`src/rtl/md_dispatch_pkg.sv`:
```
// Shared types for the pair dispatcher: FSM states, particle position, drain constants.
// Optional feature macro used by the dispatcher: PAIR_DISPATCH_HALF_HOME_EN.
package md_dispatch_pkg;

    localparam int DRAIN_EMPTY_CYCLES = 2;
    localparam int POS_WIDTH          = 32;

    typedef enum logic [2:0] {
        IDLE,
        REF_RD,
        REF_LATCH,
        STREAM,
        FLUSH,
        DRAIN,
        DONE
    } dispatch_state_t;

    typedef struct packed {
        logic [POS_WIDTH-1:0] z;
        logic [POS_WIDTH-1:0] y;
        logic [POS_WIDTH-1:0] x;
    } particle_pos_t;

endpackage

```
`src/rtl/max_count_reduce.sv`:
```
// Combinational max over NUM packed counts, evaluated as a balanced pairwise tree.
// Unused leaves (NUM not a power of two) are padded with zero.
module max_count_reduce #(
    parameter int NUM   = 7,
    parameter int WIDTH = 7
) (
    input  logic [NUM*WIDTH-1:0] counts,
    output logic [WIDTH-1:0]     max_count
);

    localparam int P = 1 << $clog2(NUM);

    // Reduce leaves level by level; each level folds pairs into the lower half.
    always_comb begin
        logic [WIDTH-1:0] node [P];
        for (int i = 0; i < P; i++) node[i] = '0;
        for (int i = 0; i < NUM; i++) node[i] = counts[i*WIDTH +: WIDTH];
        for (int s = P / 2; s >= 1; s = s / 2) begin
            for (int i = 0; i < s; i++) begin
                node[i] = (node[2*i] > node[2*i+1]) ? node[2*i] : node[2*i+1];
            end
        end
        max_count = node[0];
    end

endmodule

```
`src/rtl/pair_dispatcher.sv`:
```
// Streams neighbour particles of every home particle into the filter bank lanes.
// Define PAIR_DISPATCH_HALF_HOME_EN for half pairing in the home lane (idx > ref).
module pair_dispatcher
    import md_dispatch_pkg::*;
#(
    parameter int DATA_WIDTH        = 32,
    parameter int PARTICLE_ID_WIDTH = 7,
    parameter int NUM_FILTER        = 7,
    parameter int FILTER_LATENCY    = 4
) (
    input  logic                                    clk,
    input  logic                                    rst_n,
    input  logic                                    start,
    input  logic [PARTICLE_ID_WIDTH-1:0]            home_count,
    input  logic [NUM_FILTER*PARTICLE_ID_WIDTH-1:0] nb_count,
    output logic [PARTICLE_ID_WIDTH-1:0]            ref_rd_addr,
    input  logic [3*DATA_WIDTH-1:0]                 ref_rd_data,
    output logic [PARTICLE_ID_WIDTH-1:0]            nb_rd_addr,
    input  logic [NUM_FILTER*3*DATA_WIDTH-1:0]      nb_rd_data,
    output logic [NUM_FILTER*DATA_WIDTH-1:0]        nb_x,
    output logic [NUM_FILTER*DATA_WIDTH-1:0]        nb_y,
    output logic [NUM_FILTER*DATA_WIDTH-1:0]        nb_z,
    output logic [PARTICLE_ID_WIDTH-1:0]            nb_id_in,
    output logic [NUM_FILTER-1:0]                   input_valid,
    output logic [DATA_WIDTH-1:0]                   ref_x,
    output logic [DATA_WIDTH-1:0]                   ref_y,
    output logic [DATA_WIDTH-1:0]                   ref_z,
    output logic [PARTICLE_ID_WIDTH-1:0]            ref_id,
    input  logic [NUM_FILTER-1:0]                   back_pressure,
    input  logic                                    all_buffer_empty,
    output logic                                    busy,
    output logic                                    done
);

    localparam int W  = PARTICLE_ID_WIDTH;
    localparam int DW = $clog2(FILTER_LATENCY + 2);

    dispatch_state_t state, state_n;

    logic [W-1:0]            home_q;
    logic [W-1:0]            max_q;
    logic [W-1:0]            max_nb;
    logic [W-1:0]            ref_idx;
    logic [W-1:0]            nb_idx;
    logic [W-1:0]            idx_d;
    logic [NUM_FILTER*W-1:0] nb_cnt_q;
    logic                    issue_v;
    logic                    issue_v_d;
    logic                    drain_ok;
    logic                    advance;
    logic                    self_ok;
    logic [DW-1:0]           drain_cnt;
    logic [1:0]              empty_cnt;
    particle_pos_t           ref_pos;

    max_count_reduce #(
        .NUM   (NUM_FILTER),
        .WIDTH (W)
    ) u_max (
        .counts    (nb_count),
        .max_count (max_nb)
    );

    assign issue_v  = (state == STREAM) && !(|back_pressure);
    assign drain_ok = (drain_cnt == DW'(FILTER_LATENCY));
    assign advance  = (state == DRAIN) && drain_ok && all_buffer_empty
                   && (empty_cnt == 2'(DRAIN_EMPTY_CYCLES - 1));

    assign ref_rd_addr = ref_idx;
    assign nb_rd_addr  = nb_idx;
    assign nb_id_in    = idx_d;
    assign ref_x       = ref_pos.x;
    assign ref_y       = ref_pos.y;
    assign ref_z       = ref_pos.z;

`ifdef PAIR_DISPATCH_HALF_HOME_EN
    assign self_ok = (idx_d > ref_id);
`else
    assign self_ok = (idx_d != ref_id);
`endif

    for (genvar i = 0; i < NUM_FILTER; i++) begin : g_lane
        localparam int B = i * 3 * DATA_WIDTH;
        logic in_range;
        assign in_range = issue_v_d && (idx_d < nb_cnt_q[i*W +: W]);
        if (i == 0) begin : g_home
            assign input_valid[i] = in_range && self_ok;
        end else begin : g_nb
            assign input_valid[i] = in_range;
        end
        assign nb_x[i*DATA_WIDTH +: DATA_WIDTH] =
            issue_v_d ? nb_rd_data[B +: DATA_WIDTH] : '0;
        assign nb_y[i*DATA_WIDTH +: DATA_WIDTH] =
            issue_v_d ? nb_rd_data[B + DATA_WIDTH +: DATA_WIDTH] : '0;
        assign nb_z[i*DATA_WIDTH +: DATA_WIDTH] =
            issue_v_d ? nb_rd_data[B + 2*DATA_WIDTH +: DATA_WIDTH] : '0;
    end

    // State register.
    always_ff @(posedge clk or negedge rst_n) begin
        if (!rst_n) state <= IDLE;
        else        state <= state_n;
    end

    // Next-state decode.
    always_comb begin
        state_n = state;
        unique case (state)
            IDLE:      if (start) state_n = (home_count == '0) ? DONE : REF_RD;
            REF_RD:    state_n = REF_LATCH;
            REF_LATCH: state_n = (max_q == '0) ? DRAIN : STREAM;
            STREAM:    if (issue_v && nb_idx == max_q - W'(1)) state_n = FLUSH;
            FLUSH:     state_n = DRAIN;
            DRAIN:     if (advance) state_n = (ref_idx == home_q - W'(1)) ? DONE : REF_RD;
            DONE:      state_n = IDLE;
            default:   state_n = IDLE;
        endcase
    end

    // Pass configuration, indices, reference latch, drain timers and status flags.
    always_ff @(posedge clk or negedge rst_n) begin
        if (!rst_n) begin
            home_q    <= '0;
            max_q     <= '0;
            nb_cnt_q  <= '0;
            ref_idx   <= '0;
            nb_idx    <= '0;
            idx_d     <= '0;
            issue_v_d <= 1'b0;
            ref_pos   <= '0;
            ref_id    <= '0;
            drain_cnt <= '0;
            empty_cnt <= '0;
            busy      <= 1'b0;
            done      <= 1'b0;
        end else begin
            issue_v_d <= issue_v;
            idx_d     <= nb_idx;
            done      <= (state == DONE);
            if (state == IDLE && start) begin
                home_q   <= home_count;
                nb_cnt_q <= nb_count;
                max_q    <= max_nb;
                ref_idx  <= '0;
                busy     <= 1'b1;
            end
            if (state == DONE) busy <= 1'b0;
            if (state == REF_LATCH) begin
                ref_pos <= ref_rd_data;
                ref_id  <= ref_idx;
                nb_idx  <= '0;
            end
            if (issue_v) nb_idx <= nb_idx + W'(1);
            if (state != DRAIN) begin
                drain_cnt <= '0;
                empty_cnt <= '0;
            end else if (!drain_ok) begin
                drain_cnt <= drain_cnt + DW'(1);
            end else if (all_buffer_empty) begin
                empty_cnt <= empty_cnt + 2'd1;
            end else begin
                empty_cnt <= '0;
            end
            if (advance && state_n == REF_RD) ref_idx <= ref_idx + W'(1);
        end
    end

endmodule

```
`config.mk`:
```
export PLATFORM = sky130hd
export DESIGN_NAME = pair_dispatcher
export DESIGN_NICKNAME = d
export VERILOG_FILES = /design/src/rtl/md_dispatch_pkg.sv /design/src/rtl/max_count_reduce.sv /design/src/rtl/pair_dispatcher.sv
export SDC_FILE = /design/constraint.sdc
export NUM_CORES = 1
export LEC_CHECK = 0
export ABC_AREA = 1
export CAP_MARGIN = 0
export CORE_AREA = 4 4 636 638
export DETAILED_ROUTE_END_ITERATION = 8
export DIE_AREA = 0 0 640 642
export DONT_BUFFER_PORTS = 1
export HOLD_SLACK_MARGIN = 0.06
export PLACE_DENSITY = 0.3
export RECOVER_POWER = 50
export SLEW_MARGIN = 5
export SYNTH_ARGS = -nofsm -noshare
export SYNTH_HDL_FRONTEND = slang
export SYNTH_SLANG_ARGS = --single-unit
```
`constraint.sdc`:
```
create_clock -name clk -period 2.9 [get_ports clk]
set_input_delay 0.435 -clock clk [delete_from_list [all_inputs] [get_ports clk]]
set_output_delay 0.435 -clock clk [all_outputs]
set_load 0.02 [all_outputs]
```
# Word level (Yosys, flattened, before mapping)
# Cells that the tools add are included.
# W data, S select, Z words.
[op_classes] addsub=6 order_cmp=14 eq_ne=14 n_mux=46 n_reduce_logical=24
[ops] operator="$mux W32" count=21
[ops] operator="$mux W7" count=11
[ops] operator="$lt A7 B7 Y1" count=7
[ops] operator="$gt A7 B7 Y1" count=6
[ops] operator="$mux W3" count=8
[ops] operator="$pmux W3 S6" count=1
[ops] operator="$logic_and A1 B1 Y1" count=15
[ops] operator="$add A7 B1 Y7 const B" count=2
[ops] operator="$eq A7 B7 Y1" count=2
[ops] operator="$logic_not A7 Y1" count=2
[ops] operator="$sub A7 B1 Y7 const B" count=2
[ops] operator="$eq A3 B3 Y1 const B" count=4
[ops] operator="$reduce_bool A2 Y1" count=4
[ops] operator="$gt A7 B1 Y1 const B" count=1
[ops] operator="$ne A7 B7 Y1" count=1
[ops] operator="$reduce_or A7 Y1" count=1
[ops] operator="$eq A3 B1 Y1 const B" count=2
[ops] operator="$eq A3 B2 Y1 const B" count=2
[ops] operator="$mux W2" count=3
[ops] operator="$add A3 B1 Y3 const B" count=1
[ops] operator="$logic_not A3 Y1" count=1
[ops] operator="$ne A3 B3 Y1 const B" count=1
[ops] operator="$add A2 B1 Y2 const B" count=1
[ops] operator="$eq A2 B1 Y1 const B" count=1
[ops] operator="other kinds (3)" count=4
[word_totals] register_bits=198 input_bits=835 out_inout_bits=805 elab_cells=120

# Longest topological paths before layout
[logic_depth] word_depth=9 ltp_mapped=29 depth_no_buf=29

# Modules after synthesis
# Synthesis repeated with hierarchy kept, for this count alone.
[hier_totals] hier_cells=2837 hier_area_um2=16534.6
[modules_own_cells] mod="pair_dispatcher" instances=1 cells_each=2525 area_per_inst_um2=14652.8 seq_area_each_um2=4954.8
[modules_own_cells] mod="max_count_reduce" instances=1 cells_each=312 area_per_inst_um2=1881.8 seq_area_each_um2=0.0

# Worst setup path before layout
# No wires, ideal clock.
[synth_timing] kind="input to register" start="input nb_count[41]" end="register max_q[0]" setup_ns=0.119 arrival_ns=3.731 required_time_ns=2.781 setup_slack_ns=-0.950 path_stages=27 path_buffers=0 path_cell_list="inv_1 > ha_1 > nand2_1 > inv_1 > a21oi_1 > nand2_1 > nand2_1 > nand2_1 > and2_1 > ha_1 > nand2_1 > inv_1 > a21oi_1 > a21oi_2 > inv_1 > nand2_1 > and2_1 > ha_1 > nand2_1 > o21ai_0 > nand2_1 > nand2_1 > nand2_1 > inv_1 > nand3_1 > nand3_1 > nand2_1"
[synth_between] elab_chain_cells=6
[synth_lines] item="from (decl)" line="pair_dispatcher.sv:15" text="input logic [NUM_FILTER*PARTICLE_ID_WIDTH-1:0] nb_count,"
[synth_lines] item="$gt A7 B7 Y1" line="max_count_reduce.sv:20" text="node[i] = (node[2*i] > node[2*i+1]) ? node[2*i] : node[2*i+1];"
[synth_lines] item="$mux W7 (*)" line="max_count_reduce.sv:20"
[synth_lines] item="$gt A7 B7 Y1" line="max_count_reduce.sv:20"
[synth_lines] item="$mux W7 (*)" line="max_count_reduce.sv:20"
[synth_lines] item="$gt A7 B7 Y1" line="max_count_reduce.sv:20"
[synth_lines] item="$mux W7 (*)" line="max_count_reduce.sv:20"
[synth_lines] item="to (signal assigned)" line="pair_dispatcher.sv:143" text="max_q <= max_nb;"
[synth_lines] item="to (decl)" line="pair_dispatcher.sv:41" text="logic [W-1:0] max_q;"
# Mark *: on every way between the ends. The rest lies on a longest branch, timed or not.
# A chain may end at the register's enable or synchronous reset.

# Final worst setup path
[layout_timing] start="input nb_count[37]" end="register max_q[1]"
# The elaborated chain is that of the path after synthesis.

==> impl_metrics.csv <==
group,metric,value,unit
sta,tightest_slew,1220,ps
synthesis,synth_seq_cells,198,
detailed_routing,firstDrtPassIters,5,
sta,setup_viol,281,
clocking,htree_num_levels,4,
clocking,clock_latency,580,ps
power,vdd_drop_max,671,uV
floorplan,fp.dieH,642,um
flow_run,cap_violations,0,
final_layout,nNetsFinal,4138,
sta,clock_skew,45.3,ps
clocking,cts-root-buf,"clkbuf_16",
detailed_routing,viasPerCell,2.37,
clocking,cts_sinks,198,
detailed_routing,route.detailed.drc,0,
sta,fmax,301,MHz
synthesis,syn_avg_cell_area,5.80,um2
min_path,hold_class,"input pin to asynchronous set/reset pin",
synthesis,synthAdderAreaFrac,6.99,%
critical_path,slowest_delay,300,ps
floorplan,ios,1640,
synthesis,yosysTopAreaCell,"dfrtp_1",
floorplan,dieWidth,640,um
critical_path,worst_ep_arrival_time,3760,ps
synthesis,synth-compound-area-share,4.07,%
synthesis,netlist_area,16300,um2
detailed_routing,routed_wl,277,mm
clocking,postCtsHoldBufs,98,
power,leakage,0.0164,uW
final_layout,nFillCells,47100,
synthesis,synth_top_area_share,30.4,%
placement,port_buffers,0,
placement,place_congestion,0.977,
critical_path,r2r_start,"home_q[0]",
clocking,clk_pin_slew_worst_paths,100,ps
placement,postPlaceCellArea,26900,um2
global_route,antenna_found_initial,212,
final_layout,fin_area,29700,um2
synthesis,yosys_warnings,0,
detailed_routing,ant_nets,0,
synthesis,synth_mux_area_share,0.123,%
critical_path,setup.worst_path.class,"input pin to flip-flop",
detailed_routing,wl_per_cell,32.5,um
sta,setup_slack,-423,ps
status,violations,"hold timing, setup timing",
critical_path,crit_fanout,7,
synthesis,synth_fp_nets,3732,
status,status,"finished, violations left",
clocking,cts_made_buffers,25,
sta,final.setup.tns,-29510,ps
sta,slew_violations,0,
clocking,cts_tree,"done",
global_route,grt_usage,12.9,%
sta,hold_viol_final,198,
floorplan,rows,232,
floorplan,placeableCoreArea,399000,um2
final_layout,drive_gt1_share,18.8,%
synthesis,synth-xor-area-share,1.54,%
global_route,grt-ovfl-total,0,
synthesis,synth_flop_cell,"dfrtp_1",
critical_path,cp_slowest_cell,"ha_4",
synthesis,synth_edf_count,0,
global_route,grt_pass1_vias,19900,
sta,rsz0062_at_grt,"yes",
synthesis,yosysUniqueCellTypes,42,
global_route,grt_max_degree,199,
synthesis,yosysMostFrequentCell,"nand2_1",
floorplan,die_area,411000,um2
placement,post-dp-hpwl,254,mm
critical_path,required,3340,ps
synthesis,synthCells,2806,
floorplan,initial_core_util,4.08,%
clocking,clk_path_buf_depth,3,
synthesis,yosysSeqAreaShare,30.4,%
synthesis,yosys.area_share.simple,34.5,%
sta,fin_crit_sh,115,%
critical_path,startpoint,"nb_count[37]",
power,pwr_density_cell,495,nW/um2
synthesis,yosys-top-cells-count,"nand2_1, inv_1, dfrtp_1",
sta,max_slew_margin,18.6,%
detailed_routing,drt_iter0_markers,1473,
synthesis,async_reset_ff_share,100,%
final_layout,area_delta_synth_final,82.4,%
synthesis,synth_top_family_by_area,"simple AND/OR/NAND/NOR gates",
global_route,grt_pass1_wl,322,mm
synthesis,synthTopCellsByArea,"dfrtp_1, nand2_1, inv_1",
sta,finalCriticalPeriod,3320,ps
sta,hold-worst-slack,-450,ps
critical_path,start_kind,"input pin",
critical_path,crit_path_end_kind,"flip-flop",
detailed_routing,vias,20200,
## stage by stage
stage | worst slack, ps | util [%] | total power [uW] | hold WS [ps] | cells
2_1_floorplan | -674 | - | 8490 | 139 | 2806
3_3_place_gp | -1440 | 6.75 | 11200 | 150 | 8329
3_5_place_dp | -1360 | 6.75 | 11100 | 148 | 8329
4_1_cts | -348 | 7.36 | 15000 | -527 | 8476
5_1_grt | -608 | 7.44 | 16100 | -524 | 8497
6_report | -423 | 7.45 | 14700 | -450 | 8516
## layout make-up
type | count | area, um2 | area share, %
Clock inverter | 5 | 55.1 | 0.185
Clock buffer | 27 | 653 | 2.20
Multi-Input combinational cell | 1651 | 8600 | 29.0
Inverter | 838 | 3230 | 10.9
Timing Repair Buffer | 498 | 5530 | 18.6
Antenna cell | 34 | 85.1 | 0.286
Sequential cell | 198 | 4960 | 16.7
Tap cell | 5265 | 6590 | 22.2
## critical path: cells and delay by family
family | cells | cell delay, ps
AO/OA/AOI/OAI | 1 | 180
adder cells (fa/ha/maj) | 3 | 870
buffers and inverters | 4 | 470
AND/OR/NAND/NOR | 18 | 1820
## cells by family after synthesis
group                    after synthesis
AND/OR/NAND/NOR                     1402
buffers and inverters                957
flip-flops                           198
AO/OA/AOI/OAI                        129
adder cells (fa/ha/maj)               91
XOR/XNOR                              27
multiplexers                           2
## power breakdown
group / internal [uW] / switching (uW)
logic: 2090 / 3420
clock network: 1690 / 1510
registers: 3850 / 2150
total: 7630 / 7080
## registers in the layout, summed over array words and instances (netlist names), 2 cells and up
name / cells
ref_z: 32
drain_cnt: 3
empty_cnt: 2
ref_y: 32
home_q: 7
state: 3
ref_id: 7
max_q: 7
ref_x: 32
nb_id_in: 7
ref_rd_addr: 7
nb_rd_addr: 7
nb_cnt_q: 49
## worst paths after layout
kind	to	slack (ps)	cells after the start
worst max-delay path	max_q[1]	-420	26
worst min register to register	nb_cnt_q[2]	480	2
max in group asynchronous	nb_cnt_q[6]	2880	0
min in group clk	ref_z[15]	80	2
worst min-delay path	ref_rd_addr[1]	-450	0
worst max register to register	state[2]	310	10
## routing by layer
layer	vias up	track usage [%]	share of wire (%)
li1	8759	-	-
met1	9511	13.2	35
met2	1393	23.2	49
met3	485	5.62	11
met4	4	4.39	4.9
met5	-	0	0.0097
## what timing repair did
action | in CTS | in global routing
hold endpoints to repair | 296 | 198
setup endpoints to repair | 47 | 36
cloned | 1 | 1
resized for setup | 128 | 78
buffers inserted | 17 | 6
pin swaps | 43 | 43
## cells in the final DEF, fill, tap and decap left out, types with 5 or more instances in the layout
| cell type | synthesis | final |
|---|---|---|
| a21oi_1 | 45 | 36 |
| a21oi_2 | 1 | 6 |
| and2_4 | 0 | 11 |
| buf_12 | 0 | 117 |
| buf_4 | 8 | 246 |
| buf_6 | 0 | 12 |
| clkbuf_1 | 100 | 12 |
| clkbuf_16 | 0 | 26 |
| clkinvlp_4 | 0 | 14 |
| dfrtp_1 | 198 | 197 |
| diode_2 | 0 | 34 |
| dlygate4sd3_1 | 0 | 98 |
| ha_1 | 91 | 69 |
| ha_4 | 0 | 22 |
| inv_1 | 834 | 813 |
| inv_2 | 2 | 5 |
| nand2_1 | 1201 | 1148 |
| nand2_2 | 1 | 40 |
| nand2_4 | 1 | 12 |
| nand3_1 | 104 | 71 |
| nand3_2 | 7 | 31 |
| nand3_4 | 1 | 10 |
| nand4_1 | 13 | 13 |
| nor2_1 | 29 | 22 |
| nor2_2 | 3 | 5 |
| nor2_4 | 1 | 6 |
| nor3_1 | 12 | 10 |
| o21ai_0 | 77 | 76 |
| xnor2_1 | 14 | 14 |
| xor2_1 | 12 | 12 |
Power figures use the tool's default switching activity.
==> RTL change (same flow settings) <==
The parameter `NUM_FILTER` goes from 7 to 8.
--- a/src/rtl/pair_dispatcher.sv
+++ b/src/rtl/pair_dispatcher.sv
@@ -6,5 +6,5 @@
     parameter int DATA_WIDTH        = 32,
     parameter int PARTICLE_ID_WIDTH = 7,
-    parameter int NUM_FILTER        = 7,
+    parameter int NUM_FILTER        = 8,
     parameter int FILTER_LATENCY    = 4
 ) (
Interface: changed (7 resized); port bits go from 1640 to 1841. No check against the original RTL was run, so the function may have changed too.
==> RTL change against the unedited design <==
Total power rose by 11%. Cell area rose by 12%. Sequential cell count rose by 7. Combinational power rose by 9.8%. Synthesized cell count rose by 11%. Critical path type unchanged. Setup slack improved by 0.060 ns. Routed wire length rose by 31%. Critical path depth did not move. Maximum frequency rose by 1.8%. Area after synthesis rose by 9.5%. The run still ends with negative hold slack, negative setup slack left. Largest power group unchanged. Die area did not move.
==> RTL change: results (changes against the unedited design) <==
| Metric | Value |
|---|---|
| Dpl hpwl | `340200 µm (+34%)` |
| Maximum fanout along the worst path | `8 (+1)` |
| Ranking of synthesized cells by area | `dfrtp_1 (29%), nand2_1 (28%), inv_1 (20%), ha_1 (7.3%), nand3_1 (3.5%)` |
| First-pass GRT wire length | `414300 µm (+29%)` |
| RD Place Congestion | `1.018 (+4.2%)` |
| Synth top cells by count | `nand2_1 (1330), inv_1 (950), dfrtp_1 (205)` |
| Dpl ws | `-1.421 ns (-0.05691 ns)` |
| Clock H-tree levels | `1 (-3)` |
| CTS Buf Count | `29 (+16%)` |
| Drt pass-1 iters | `6 (+1)` |
| Hold_buf cts | `112 (+14%)` |
| Final Hold Slack | `-0.4846 ns (-0.03480 ns)` |
| Synth Instances | `3124 (+11%)` |
| Fin nets | `4684 (+13%)` |
| Filler instances | `47140 (+0.16%)` |
| Final Non-Filler Cells | `8968 (+5.3%)` |
| Status | `complete, but fails checks` |
| Placed cell areas | `0.02975 mm² (+11%)` |
| Failing checks | `negative hold slack, negative setup slack` |
| Initial antenna violation count | `338 (+59%)` |
| Final setup vio count | `320 (+14%)` |
| Placed cells | `8739 (+4.9%)` |
| Peak ir drop on the vdd network | `0.5625 mV (-16%)` |
| Pin count of the biggest net entering global routing | `206 (+3.5%)` |
| Slew HR | `0.07726 (-0.1082)` |
| CP arrival | `3.81 ns (+0.05 ns)` |
| Max FFs per register | `56 (+14%)` |
| Endpoints failing hold | `205 (+3.5%)` |
| Synth cell types | `39 (-7.1%)` |
| Worst-path clk slew | `0.06 ns (-0.04 ns)` |
| Worst Slack Setup Final | `-0.3629 ns (+0.05992 ns)` |
| Setup Skew | `0.01832 ns (-0.02695 ns)` |
| Post-route setup TNS | `-30.46 ns (-0.9448 ns)` |
| Net switching power | `0.007607 W (+7.4%)` |
| Initial DRC count | `1475 (+0.14%)` |
| Layout cell share with drive strength beyond 1 | `0.2163 (+0.02827)` |
-- RTL change: cell types whose count changed in the layout (fill, tap and decap cells not counted), sizes merged, moves of 16 or more --
cell      change
buf          +97
clkbuf       +24
clkinvlp     +18
inv          +99
nand2       +129
nand3        +16
-- RTL change: kinds of logic (layout without fill, tap and decap cells) --
family / count (synthesis) / count (layout) / share of synthesized area
AO/OA/AOI/OAI: 148 / 148 / 0.04410
XOR/XNOR: 27 / 27 / 0.01327
adder cells (fa/ha/maj): 104 / 104 / 0.07303
buffers and inverters: 1085 / 1622 / 0.2354
flip-flops: 205 / 205 / 0.2879
multiplexers: 2 / 2 / 0.001124
other: 0 / 42 / 0
AND/OR/NAND/NOR: 1553 / 1553 / 0.3452
-- RTL change: worst register-to-register path, stage by stage (launching register included) --
cell	delay (ns)
dfrtp_1	0.43
nor3_1	0.32
clkbuf_4	1.06
nand2_1	0.57
nand2_1	0.17
-- RTL change: power groups by stage --
stage	Clock (W)	Combinational (W)	Sequential, W
detailed placement	0	0.00509	0.00639
finish	0.00392	0.00604	0.00631
CTS	0.00410	0.00584	0.00638
global route	0.00416	0.00690	0.00663
global placement	0	0.00515	0.00645
floorplan	0	0.00347	0.00543
-- RTL change: final cells by class --
type / count / area, µm² / area share
multi-input combinational: 1834 / 9754 / 0.2928
timing repair buffer: 618 / 7018 / 0.2107
tap: 5265 / 6588 / 0.1978
sequential: 205 / 5132 / 0.1541
inverter: 953 / 3725 / 0.1118
clock buffer: 41 / 850.8 / 0.02554
clock inverter: 10 / 137.6 / 0.004132
antenna: 42 / 105.1 / 0.003155
-- RTL change: timing repair --
item                                    4_1_cts  5_1_grt
resized for setup                           151      126
buffers inserted                             12       14
endpoints found under the setup margin       18       30
pin swaps                                    67       77
hold endpoints to repair                    318      205
-- RTL change: worst paths after layout --
kind                       cells past startpoint                       end                      from  slack [ns]
setup / recovery                              26      max_q[1]$_DFFE_PN0P_              nb_count[50]       -0.36
hold / removal                                 0     home_q[1]$_DFFE_PN0P_                     rst_n       -0.48
setup reg to reg                               4     ref_z[22]$_DFFE_PN0P_        state[2]$_DFF_PN0_        0.29
hold reg to reg                                2  nb_cnt_q[11]$_DFFE_PN0P_  nb_cnt_q[11]$_DFFE_PN0P_        0.48
max in group asynchronous                      0     ref_y[27]$_DFFE_PN0P_                     rst_n        3.04
min in group clk                               3  nb_cnt_q[40]$_DFFE_PN0P_              nb_count[40]        0.10
-- RTL change: per-layer routing --
metal  vias up  track usage  part of all wire
met5         -     0.001052            0.0014
met4        62      0.06472             0.052
met3       721       0.1051              0.14
met2      1864       0.3030              0.50
met1     10800       0.1523              0.31
li1       9877            -                 -
